`src/rtl/pipeline_hazard_ctrl.sv`:
```
// pipeline_hazard_ctrl
// Central stall/flush controller for a five-stage MIPS pipeline.
// Every cycle it decides whether each pipeline latch loads, holds or takes a
// bubble. It arbitrates between cache misses, data waits, load-use hazards,
// taken branches and halt. It also keeps saturating debug counters and a
// data-wait watchdog.
module pipeline_hazard_ctrl #(
  parameter int CNT_W     = 16,
  parameter int DWAIT_MAX = 255
) (
  input  logic             CLK,
  input  logic             RST,
  input  logic             ihit,
  input  logic             dhit,
  input  logic             mem_dREN,
  input  logic             mem_dWEN,
  input  logic             ex_memread,
  input  logic [4:0]       ex_rt,
  input  logic [4:0]       dec_rs,
  input  logic [4:0]       dec_rt,
  input  logic             dec_use_rs,
  input  logic             dec_use_rt,
  input  logic             mem_pcsrc,
  input  logic             wb_halt,
  output logic             pc_en,
  output logic             ifid_en,
  output logic             idex_en,
  output logic             exmem_en,
  output logic             memwb_en,
  output logic             ifid_flush,
  output logic             idex_flush,
  output logic             exmem_flush,
  output logic             memwb_flush,
  output logic             halted,
  output logic             mem_timeout,
  output logic [CNT_W-1:0] stall_cnt,
  output logic [CNT_W-1:0] flush_cnt
);

  typedef enum logic [1:0] {RUN, DWAIT, HALTED} state_t;

  state_t      state;
  logic [15:0] dwait_cnt;
  logic [15:0] dwait_nxt;
  logic        dreq;
  logic        dstall;
  logic        lu_haz;
  logic        flush_fire;

  // Counter increment that sticks at all-ones instead of wrapping.
  function automatic logic [CNT_W-1:0] sat_inc(input logic [CNT_W-1:0] v);
    return (&v) ? v : v + CNT_W'(1);
  endfunction

  // Watchdog increment, also saturating so a very long wait cannot wrap.
  function automatic logic [15:0] sat_inc16(input logic [15:0] v);
    return (&v) ? v : v + 16'd1;
  endfunction

  assign dreq      = mem_dREN | mem_dWEN;
  assign dstall    = dreq & ~dhit;
  assign lu_haz    = ex_memread & (ex_rt != 5'd0) &
                     ((dec_use_rs & (dec_rs == ex_rt)) | (dec_use_rt & (dec_rt == ex_rt)));
  assign dwait_nxt = sat_inc16(dwait_cnt);

  // Prioritised enable/flush decode; DWAIT behaves like RUN except that rule 2
  // keeps firing while the data access is still outstanding.
  always_comb begin
    pc_en       = 1'b1;
    ifid_en     = 1'b1;
    idex_en     = 1'b1;
    exmem_en    = 1'b1;
    memwb_en    = 1'b1;
    ifid_flush  = 1'b0;
    idex_flush  = 1'b0;
    exmem_flush = 1'b0;
    memwb_flush = 1'b0;
    flush_fire  = 1'b0;
    if ((state == HALTED) || wb_halt) begin
      pc_en    = 1'b0;
      ifid_en  = 1'b0;
      idex_en  = 1'b0;
      exmem_en = 1'b0;
      memwb_en = 1'b0;
    end else if (dstall) begin
      // Freeze everything up to MEM, push a bubble into WB.
      pc_en       = 1'b0;
      ifid_en     = 1'b0;
      idex_en     = 1'b0;
      exmem_en    = 1'b0;
      memwb_flush = 1'b1;
    end else if (mem_pcsrc) begin
      // Redirect: squash the three younger instructions, load the new PC.
      ifid_flush  = 1'b1;
      idex_flush  = 1'b1;
      exmem_flush = 1'b1;
      flush_fire  = 1'b1;
    end else if (lu_haz) begin
      // Hold PC and decode, inject a bubble into EX.
      pc_en      = 1'b0;
      ifid_en    = 1'b0;
      idex_flush = 1'b1;
    end else if (!ihit) begin
      // Fetch miss: hold PC, let the rest drain with a bubble behind it.
      pc_en      = 1'b0;
      ifid_flush = 1'b1;
    end
  end

  // Controller FSM with registered halted flag and data-wait watchdog.
  always_ff @(posedge CLK or posedge RST) begin
    if (RST) begin
      state       <= RUN;
      halted      <= 1'b0;
      mem_timeout <= 1'b0;
      dwait_cnt   <= 16'd0;
    end else begin
      case (state)
        RUN: begin
          dwait_cnt <= 16'd0;
          if (wb_halt) begin
            state  <= HALTED;
            halted <= 1'b1;
          end else if (dstall) begin
            state <= DWAIT;
          end
        end
        DWAIT: begin
          dwait_cnt <= dwait_nxt;
          if (dwait_nxt >= 16'(DWAIT_MAX)) begin
            mem_timeout <= 1'b1;
          end
          if (wb_halt) begin
            state  <= HALTED;
            halted <= 1'b1;
          end else if (dhit || !dreq) begin
            state <= RUN;
          end
        end
        HALTED: begin
          state <= HALTED;
        end
        default: begin
          state <= RUN;
        end
      endcase
    end
  end

  // Saturating debug counters for stall cycles and branch/jump flushes.
  always_ff @(posedge CLK or posedge RST) begin
    if (RST) begin
      stall_cnt <= '0;
      flush_cnt <= '0;
    end else begin
      if ((state != HALTED) && !pc_en) begin
        stall_cnt <= sat_inc(stall_cnt);
      end
      if (flush_fire) begin
        flush_cnt <= sat_inc(flush_cnt);
      end
    end
  end

endmodule

```
`config.mk`:
```
export PLATFORM = sky130hd
export DESIGN_NAME = pipeline_hazard_ctrl
export DESIGN_NICKNAME = d
export VERILOG_FILES = /design/src/rtl/pipeline_hazard_ctrl.sv
export SDC_FILE = /design/constraint.sdc
export NUM_CORES = 1
export LEC_CHECK = 0
export ABC_AREA = 1
export BUFFER_PORTS_ARGS = -buffer_cell sky130_fd_sc_hd__buf_2
export CAP_MARGIN = 10
export CORE_MARGIN = 2
export CORE_UTILIZATION = 50
export CTS_CLUSTER_DIAMETER = 120
export CTS_CLUSTER_SIZE = 8
export DETAILED_ROUTE_END_ITERATION = 10
export PLACE_DENSITY = 0.8
export SLEW_MARGIN = 10
export SYNTH_ARGS = -nofsm -noshare
export SYNTH_HDL_FRONTEND = slang
export SYNTH_SLANG_ARGS = --single-unit
export TNS_END_PERCENT = 5
```
`constraint.sdc`:
```
create_clock -name CLK -period 1.8 [get_ports CLK]
set_input_delay 0.09 -clock CLK [delete_from_list [all_inputs] [get_ports CLK]]
set_output_delay 0.09 -clock CLK [all_outputs]
set_load 0.01 [all_outputs]
```
==> metrics.txt <==
slowest cell on the critical path=dfrtp_1; worst-margin pin slew=646 ps; critical path startpoint=dwait_cnt[1]$_DFFE_PP0N_; CP Capture Type=flop; run status=finished clean; synth top area cells=dfrtp_1, nand2_1, nand3_1, inv_1, xor2_1; main flop type after synthesis=dfrtp_1; Final Hold Vio Count=0; initial antenna violation count=0; sequential area share after synthesis=38.8%; ys async rst share=100%; simple logic cell fraction of the synthesized area=38.1%; Util after Layout=64.9%; DR pass1 iterations=5; Max stage delay on crit path=380 ps; CTS Buffer Depth=2; core box area=6420 µm²; share of post-route cells with drive strength above 1=23.6%; top-count cell post-synth=nand2_1; number of global-route vias before repair=3,095; wire per inst=12.3 µm; 1st-iter DRT viols=222; GRT Total Usage=22.2%; max cap viols=0; RePlAce Congestion=0.881; ANT cells=0; Cell Area, Synth=3350 µm²; Syn Area/Cell=7.20 µm²; CP dominant cell by count=nand2_1; DRC Markers=0; mux contribution to synthesized area=0.336%; Post-synth top cells=nand2_1, inv_1, dfrtp_1; Yosys cell types=32; Synth Area in Compound Gates=6.31%; CP Launch Type=flop; worst relative slew slack=56.9%; Vias/cell=5.23; worst r2r src=dwait_cnt[1]$_DFFE_PP0N_; unrepaired setup endpoints after global routing=yes; synthesized instance count=466; largest family of logic cells by synthesized area=simple AND/OR/NAND/NOR gates; largest net degree at the start of global routing=53; cell chain of the critical path=ha_2, nand2_2, nor2_2, nand2_2, nor2_4, nand2_1, nand2_1, nor2_1, nand3_1, nand3_1, nand2_1, nand2_1; nets@finish=591; number of synthesized register bits=52; Max Clock Freq=0.584 GHz; Post-synth EDFFs=0; TritonCTS clock tree=done; crit path time final=1710 ps; ANT nets after route=0; WL final=7.87 mm; Chip Width=85.9 µm; PD cells=838 nW/µm²; dpl hpwl=5.92 mm; Layout Skew=12.0 ps; fin. max-slew vios=0; Synth-to-Final Area Change=24.3%; Peak supply drop=0.000574 V; adder-cell share of the synthesized area=1.12%; # IOs=69; Hold Crit Class=in2reg; launch point of the worst hold path=wb_halt; Reg clk slew, reported paths=100 ps; period utilisation layout=95.1%; worst path arrival time=1920 ps; Crit Path Max Fanout=10; Clock Latency Late Sink=310 ps; I/O Buffers=68; Initial Util=52.2%; Post-Synthesis Net Count=495; level count of the clock H-tree=2; YS warnings=0; DR vias=3,346; first-pass GRT wire length=13.6 mm; post-synth top area share=38.8%; Clock Sinks=52; CTS root buf=clkbuf_8; Power Total=3490 µW; Die Area=7380 µm²; Final setup violation count=0; XOR/XNOR Fraction of Synth Area=7.57%; Rows=29; TritonCTS Buffers=5; largest area contributor in the netlist=dfrtp_1; crit path kind=reg2reg; Pleak=0.00228 µW; grt ovf=0; die extent in y=85.9 µm; Crit path required time=2010 ps
==> power breakdown <==
group / internal, µW / switching [µW]
sequential: 1270 / 112
clock: 695 / 390
combinational: 424 / 605
==> registers in the layout, indices dropped and copies added, names as in the netlist <==
register	count
halted	1
stall_cnt	16
flush_cnt	16
mem_timeout	1
state	2
dwait_cnt	16
==> worst max-delay path, delay by kind of cell, from the launching register on <==
| kind | cells | cell delay (ps) |
|---|---|---|
| adders and majority gates | 1 | 200 |
| and+or+nand+nor | 11 | 1050 |
| DFF | 1 | 380 |
==> routing by layer <==
metal | share of wire [%] | vias up | wire, µm | GRT usage, %
met3 | 5.7 | 8 | 452 | 3.37
met5 | 0 | - | 0 | 0
li1 | - | 1683 | - | -
met2 | 48 | 120 | 3770 | 37.8
met4 | 0.97 | 0 | 76 | 4.47
met1 | 45 | 1535 | 3580 | 30.3
==> final timing paths <==
kind	end	slack, ps	cells past startpoint
max in group asynchronous	stall_cnt[6]$_DFFE_PP0P_	870	4
min	state[0]$_DFFE_PP0P_	20	2
min in group asynchronous	stall_cnt[0]$_DFFE_PP0P_	510	4
min reg2reg	mem_timeout$_DFFE_PP0P_	480	2
max	mem_timeout$_DFFE_PP0P_	90	12
max reg2reg	mem_timeout$_DFFE_PP0P_	90	12
==> final cells by class <==
| cell class | instances | area, µm² |
|---|---|---|
| Clock buffer | 5 | 68.8 |
| Clock inverter | 3 | 90.1 |
| Fill cell | 531 | 2250 |
| Inverter | 56 | 210 |
| Multi-Input combinational cell | 351 | 1840 |
| Sequential cell | 52 | 1300 |
| Tap cell | 77 | 96.3 |
| Timing Repair Buffer | 96 | 561 |
==> layout by cell type, fill, tap and decap left out, types with 2 or more instances in the layout <==
cell type / n
nand2_1: 150
buf_2: 68
inv_1: 54
dfrtp_1: 52
nand3_1: 45
nor2_1: 36
buf_4: 25
xor2_1: 19
o21ai_0: 18
nand4_1: 11
xnor2_1: 10
o22ai_1: 9
nor2_4: 6
a21oi_1: 6
nor2_2: 6
nor3_1: 5
nand2_2: 5
nor4_1: 5
clkbuf_8: 5
nand3b_1: 3
bufinv_16: 3
inv_2: 2
nand3_2: 2
nand2_4: 2
ha_1: 2
buf_6: 2
==> cells by family after synthesis <==
kind of cell             count (synthesis)
multiplexers                             1
buffers and inverters                   63
flip-flops                              52
AO/OA/AOI/OAI                           35
XOR/XNOR                                29
AND/OR/NAND/NOR                        283
adder cells (fa/ha/maj)                  3
==> stage by stage <==
step	cells	setup slack, ps	hold WS (ps)	area [µm²]	TNS [ps]
6_report	640	88.5	22.4	4170	0
3_3_place_gp	622	83.5	302	3870	0
5_1_grt	640	-97.9	22.7	4170	-203
3_5_place_dp	622	29.6	314	3870	0
2_1_floorplan	466	65.3	161	3350	0
4_1_cts	631	6.14	18.2	4040	0
==> timing repair <==
action                                  4_1_cts  5_1_grt
gates resized for setup                       0       15
hold endpoints to repair                     52        0
hold buffers                                  1        0
endpoints found under the setup margin        0       21
buffers inserted                              0        9
(Power assumes the default switching activity.)
